<file path="src/rtl/mult_div_unit.sv">
`default_nettype none
// ============================================================================
// Module   : mult_div_unit
// Purpose  : Multi-cycle integer multiply/divide unit with HI/LO registers.
//            Executes MULTU/MULT/DIVU/DIV over WIDTH iteration cycles using an
//            unsigned shift-add / restoring-subtract datapath on operand
//            magnitudes; the sign is applied when the result is written.
//            Also provides MTHI/MTLO write paths.
// Ports    : clk, reset             - clock, synchronous active-high reset
//            start, op              - launch request and operation select
//                                     (00 MULTU, 01 MULT, 10 DIVU, 11 DIV)
//            operandA, operandB     - rs / rt operands
//            writeHi, writeLo,
//            writeData              - MTHI / MTLO write path
//            busy, done, divByZero  - status
//            hi, lo                 - HI / LO result registers
// Revision : 1.0 - initial release
// ============================================================================
module mult_div_unit #(
    parameter int WIDTH = 32
) (
    input  logic             clk,
    input  logic             reset,
    input  logic             start,
    input  logic [1:0]       op,
    input  logic [WIDTH-1:0] operandA,
    input  logic [WIDTH-1:0] operandB,
    input  logic             writeHi,
    input  logic             writeLo,
    input  logic [WIDTH-1:0] writeData,
    output logic             busy,
    output logic             done,
    output logic             divByZero,
    output logic [WIDTH-1:0] hi,
    output logic [WIDTH-1:0] lo
);

    localparam int CW = $clog2(WIDTH);
    localparam logic [CW-1:0] c_last_iter = CW'(WIDTH - 1);

    typedef enum logic [0:0] {
        S_IDLE = 1'b0,
        S_RUN  = 1'b1
    } state_t;

    state_t               r_state;
    logic [CW-1:0]        r_count;
    // Multiply: {partial product upper, multiplier being shifted out}
    // Divide  : {partial remainder, dividend shifting into quotient}
    logic [2*WIDTH-1:0]   r_acc;
    logic [WIDTH-1:0]     r_opb;      // multiplicand or divisor magnitude
    logic                 r_is_div;
    logic                 r_neg_q;    // negate product / quotient
    logic                 r_neg_r;    // negate remainder (dividend sign)
    logic                 r_b_zero;

    // Operand magnitudes at accept time
    logic                 w_sign_a, w_sign_b;
    logic [WIDTH-1:0]     w_abs_a, w_abs_b;

    assign w_sign_a = op[0] & operandA[WIDTH-1];
    assign w_sign_b = op[0] & operandB[WIDTH-1];
    assign w_abs_a  = w_sign_a ? (~operandA + 1'b1) : operandA;
    assign w_abs_b  = w_sign_b ? (~operandB + 1'b1) : operandB;

    // One shift-add multiply step
    logic [WIDTH:0]       w_mul_sum;
    logic [2*WIDTH-1:0]   w_mul_next;

    assign w_mul_sum  = {1'b0, r_acc[2*WIDTH-1:WIDTH]}
                      + (r_acc[0] ? {1'b0, r_opb} : {(WIDTH+1){1'b0}});
    assign w_mul_next = {w_mul_sum, r_acc[WIDTH-1:1]};

    // One restoring-divide step; a zero divisor always "subtracts", which
    // leaves the dividend magnitude in the remainder half after WIDTH steps.
    logic [WIDTH:0]       w_div_shift;
    logic [WIDTH:0]       w_div_diff;
    logic                 w_div_ge;
    logic [2*WIDTH-1:0]   w_div_next;

    assign w_div_shift = {r_acc[2*WIDTH-1:WIDTH], r_acc[WIDTH-1]};
    assign w_div_diff  = w_div_shift - {1'b0, r_opb};
    assign w_div_ge    = (w_div_shift >= {1'b0, r_opb});
    assign w_div_next  = w_div_ge
                       ? {w_div_diff[WIDTH-1:0],  r_acc[WIDTH-2:0], 1'b1}
                       : {w_div_shift[WIDTH-1:0], r_acc[WIDTH-2:0], 1'b0};

    logic [2*WIDTH-1:0]   w_acc_next;
    assign w_acc_next = r_is_div ? w_div_next : w_mul_next;

    // Sign fix-up of the final iteration's result
    logic [2*WIDTH-1:0]   w_prod;
    logic [WIDTH-1:0]     w_quot, w_rem;
    logic [WIDTH-1:0]     w_res_hi, w_res_lo;

    assign w_prod = r_neg_q ? (~w_acc_next + 1'b1) : w_acc_next;
    assign w_quot = r_b_zero ? {WIDTH{1'b1}}
                  : (r_neg_q ? (~w_acc_next[WIDTH-1:0] + 1'b1)
                             : w_acc_next[WIDTH-1:0]);
    assign w_rem  = r_neg_r ? (~w_acc_next[2*WIDTH-1:WIDTH] + 1'b1)
                            : w_acc_next[2*WIDTH-1:WIDTH];

    assign w_res_hi = r_is_div ? w_rem  : w_prod[2*WIDTH-1:WIDTH];
    assign w_res_lo = r_is_div ? w_quot : w_prod[WIDTH-1:0];

    always_ff @(posedge clk) begin
        if (reset) begin
            r_state   <= S_IDLE;
            r_count   <= '0;
            r_acc     <= '0;
            r_opb     <= '0;
            r_is_div  <= 1'b0;
            r_neg_q   <= 1'b0;
            r_neg_r   <= 1'b0;
            r_b_zero  <= 1'b0;
            busy      <= 1'b0;
            done      <= 1'b0;
            divByZero <= 1'b0;
            hi        <= '0;
            lo        <= '0;
        end else begin
            done <= 1'b0;
            case (r_state)
                S_IDLE: begin
                    if (start) begin
                        // start wins over a simultaneous MTHI/MTLO
                        r_state   <= S_RUN;
                        busy      <= 1'b1;
                        divByZero <= 1'b0;
                        r_count   <= '0;
                        r_is_div  <= op[1];
                        r_neg_q   <= w_sign_a ^ w_sign_b;
                        r_neg_r   <= w_sign_a;
                        r_b_zero  <= (operandB == '0);
                        r_acc     <= {{WIDTH{1'b0}}, (op[1] ? w_abs_a : w_abs_b)};
                        r_opb     <= op[1] ? w_abs_b : w_abs_a;
                    end else begin
                        if (writeHi) hi <= writeData;
                        if (writeLo) lo <= writeData;
                    end
                end
                S_RUN: begin
                    r_acc   <= w_acc_next;
                    r_count <= r_count + 1'b1;
                    if (r_count == c_last_iter) begin
                        r_state   <= S_IDLE;
                        busy      <= 1'b0;
                        done      <= 1'b1;
                        hi        <= w_res_hi;
                        lo        <= w_res_lo;
                        divByZero <= r_is_div & r_b_zero;
                    end
                end
                default: r_state <= S_IDLE;
            endcase
        end
    end

endmodule
`default_nettype wire

</file>
<file path="config.mk">
export PLATFORM = sky130hd
export DESIGN_NAME = mult_div_unit
export DESIGN_NICKNAME = d
export VERILOG_FILES = /design/src/rtl/mult_div_unit.sv
export SDC_FILE = /design/constraint.sdc
export NUM_CORES = 1
export LEC_CHECK = 0
export CORE_UTILIZATION = 55
export CTS_CLUSTER_DIAMETER = 40
export DETAILED_ROUTE_END_ITERATION = 16
export PLACE_DENSITY = 0.78
export SYNTH_ARGS = -nofsm -noshare
export SYNTH_HDL_FRONTEND = slang
export SYNTH_SLANG_ARGS = --single-unit
</file>
<file path="constraint.sdc">
create_clock -name clk -period 14.75 [get_ports clk]
set_input_delay 3.6875 -clock clk [delete_from_list [all_inputs] [get_ports clk]]
set_output_delay 3.6875 -clock clk [all_outputs]
set_load 0.02 [all_outputs]
</file>
==> impl_metrics.yaml <==
yosys:
  synth_area_um2: 15700
  ys.warnings.count: 0
  synth_edf_count: 0
  syn_nets: 2333
  synth_top_area_share: 0.221
  synth_top_area_cell: "dfxtp_1"
  synthFlopType: "dfxtp_1"
  synth_cells: 2158
  async_reset_ff_frac: 0
  ys_seq_area_frac: 0.221
  ys_ff_latch: 173
  synth_cell_types: 98
  ys_top_cells_by_area: "dfxtp_1 (22%), a21oi_1 (6.0%), nor2_1 (5.8%)"
  syn_avg_cell_area_um2: 7.26
cells_and_area:
  layout-drive-gt1-share: 0.0533
  fin_nets: 2395
  fill_cells: 2528
  ff_latch_area_um2: 3470
  antenna_cells: 0
  multi_input_area_um2: 11300
  syn_to_final_growth_pct: 14.2
  final_cells: 2609
  finish.utilization: 0.642
global_routing:
  grt_antenna_before_repair: 0
  grt.total_usage: 0.407
  grt.met3_usage: 0.0747
  grt_pass1_wl_um: 90200
  grt_pass1_vias: 15600
  busiest_layer: "met2"
  grt_max_degree: 90
  use_met1: 0.528
  overflow: 0
  met2_usage: 0.646
placement:
  io_buffers: 169
  dp_hpwl_um: 45800
  gp_congestion: 0.988
  place_inst: 2579
routing:
  drtIter0Drc: 2100
  post-route-drc-count: 0
  dr.pass1.iters: 7
  wl_per_cell_um: 22.9
  routed_via_density: 6.63
  antenna_left: 0
  wirelength_um: 59700
  vias: 17300
clock_network:
  cts_resized: 0
  clk_pin_slew_ns: 0.07
  clock_path_buffers: 2
  clk_latency_ns: 0.46
  ctsHoldBuffers: 0
  clock_tree.root_cell: "clkbuf_16"
  post_cts_buffers: 0
  cts.sinks: 173
  cts_tree: "done"
  cts_max_level: 4
  cts_buffers: 17
timing:
  hold_slack_ns: 0.464
  fin_setup_tns_ns: 0
  finClkSkew_ns: 0.0154
  grt_setup_unrepaired: "false"
  slew_headroom: 0.265
  period_share: 0.468
  period_minus_slack_ns: 6.90
  report.final.slew_viol_count: 0
  worst_pin_slew_ns: 1.10
  timing.fmax_mhz: 145
  finalSetupViolCount: 0
  hold_viol_final: 0
floorplan:
  core_um2: 27900
  die_area_um2: 29100
  pin_count: 170
  die_h_um: 171
  rows: 61
  die_w_um: 171
  initial_core_util: 0.562
hold_path:
  min_to: "hi[0]"
  whs_path_depth: 2
  hp-class: "flop to flop"
  hold_path.startpoint: "hi[0]"
pwr:
  ir_drop_mv: 0.0794
  power_density_nw_per_um2: 87.4
  p_total_mw: 1.56
  power_leakage_nw: 6.79
worst_setup_path:
  worstPathArrival_ns: 7.27
  path_max_fanout: 5
  critPathKind: "input port to flop"
  timing.rr.start: "r_opb[20]"
  worst_setup_path_start_kind: "input port"
  reg2reg_slack_ns: 8.23
  worstSetupEndpointType: "flop"
  rr_worst_depth: 21
  timing.rr.end: "hi[24]"
  crit_required_ns: 15.12
run_status:
  run_status: "complete, no violations"
job:
  maxCapViolations: 0
## how the worst max path moves through the flow
stage,start,endpoint,depth (start not counted)
5_1_grt,operandA[0],r_acc[29],12
3_5_place_dp,operandA[0],r_acc[29],12
2_1_floorplan,operandB[5],r_acc[30],11
3_3_place_gp,operandA[3],r_acc[29],12
4_1_cts,operandA[3],r_acc[29],12
6_report,operandA[3],r_acc[29],12
## logic make-up after synthesis
kind of cell / count (synthesis) / synth area share
fa+ha+maj: 72 / 0.0585
flops: 173 / 0.221
buf+inv: 217 / 0.0579
compound gates: 718 / 0.301
xor+xnor: 158 / 0.0884
mux: 59 / 0.0383
simple gates: 761 / 0.235
## power by group
group / switching, mW / internal (mW) / total [mW]
Clock: 0.218 / 0.233 / 0.451
Sequential: 0.0374 / 0.495 / 0.533
Combinational: 0.367 / 0.213 / 0.580
## critical path, cell delays in order
cell	delay [ns]
clkdlybuf4s50_1	0.47
or3_1	0.43
nor3_1	0.32
nor3b_1	0.64
nand3_1	0.29
or2_2	0.41
o21ai_0	0.22
xnor2_1	0.17
nor2_1	0.06
a211oi_1	0.24
a211oi_1	0.09
a211oi_1	0.25
## synth_stat cells (21+ instances only)
library cell  instances
and2_1               46
nand3_1              29
o21ai_0             145
a211oi_1             99
nor2_1              241
a31oi_1              40
inv_1                68
xor2_1               89
mux2i_1              52
clkbuf_1             97
nor2b_1              23
a21oi_1             189
buf_2                26
nand4_1              22
nor3_1               54
dfxtp_1             173
a21o_1               22
nand2_1             225
o211ai_1             39
a22oi_1              25
ha_1                 70
xnor2_1              69
o31ai_1              21
## flip-flops by register name, indices dropped and copies added (netlist names)
register	cells
done	1
r_opb	32
busy	1
lo	32
hi	32
r_state	1
r_is_div	1
r_neg_q	1
r_b_zero	1
r_neg_r	1
r_acc	64
divByZero	1
r_count	5
## per-layer routing
| layer | up-vias | share of wire |
|---|---|---|
| met2 | 948 | 0.44 |
| met5 | - | 0 |
| li1 | 7991 | - |
| met4 | 0 | 0.052 |
| met3 | 170 | 0.094 |
| met1 | 8177 | 0.41 |
## metrics by stage
stage	instance area, µm²	worst slack (ns)
2_1_floorplan	15700	8.44
3_3_place_gp	17300	7.56
3_5_place_dp	17300	7.42
4_1_cts	17900	7.88
5_1_grt	17900	7.53
6_report	17900	7.85
## layout by cell type, fill, tap and decap left out, types with 6 or more instances in the layout
cell             instances
nor2_1                 240
o211ai_1                39
inv_1                   68
o22ai_1                  9
o41ai_1                  8
nand2_1                225
o21ai_1                  7
a31oi_1                 39
o31ai_1                 21
o21a_1                  12
mux2_2                   7
a211oi_1                99
xnor2_1                 69
nor4_1                  17
nand2b_1                17
or4_1                    8
a22oi_1                 25
a21oi_1                188
nor3_1                  54
a311oi_1                17
and3_1                  16
buf_4                   20
and2_1                  46
or3_1                   16
nand3_1                 29
clkdlybuf4s50_1        167
a21o_1                  22
nand4_1                 22
clkbuf_16               17
o21ai_0                145
dfxtp_1                171
nor2b_1                 23
mux2i_1                 52
a21oi_2                  8
a221oi_1                 6
xor2_1                  89
ha_1                    70
## layout make-up
| class | instances | share of cell area |
|---|---|---|
| multi-input combinational | 1768 | 0.632 |
| sequential | 173 | 0.194 |
| timing repair buffer | 188 | 0.102 |
| tap | 378 | 0.0264 |
| clock buffer | 18 | 0.0240 |
| inverter | 72 | 0.0151 |
| clock inverter | 12 | 0.00644 |
Note: power is estimated with default switching activity, not from simulation.
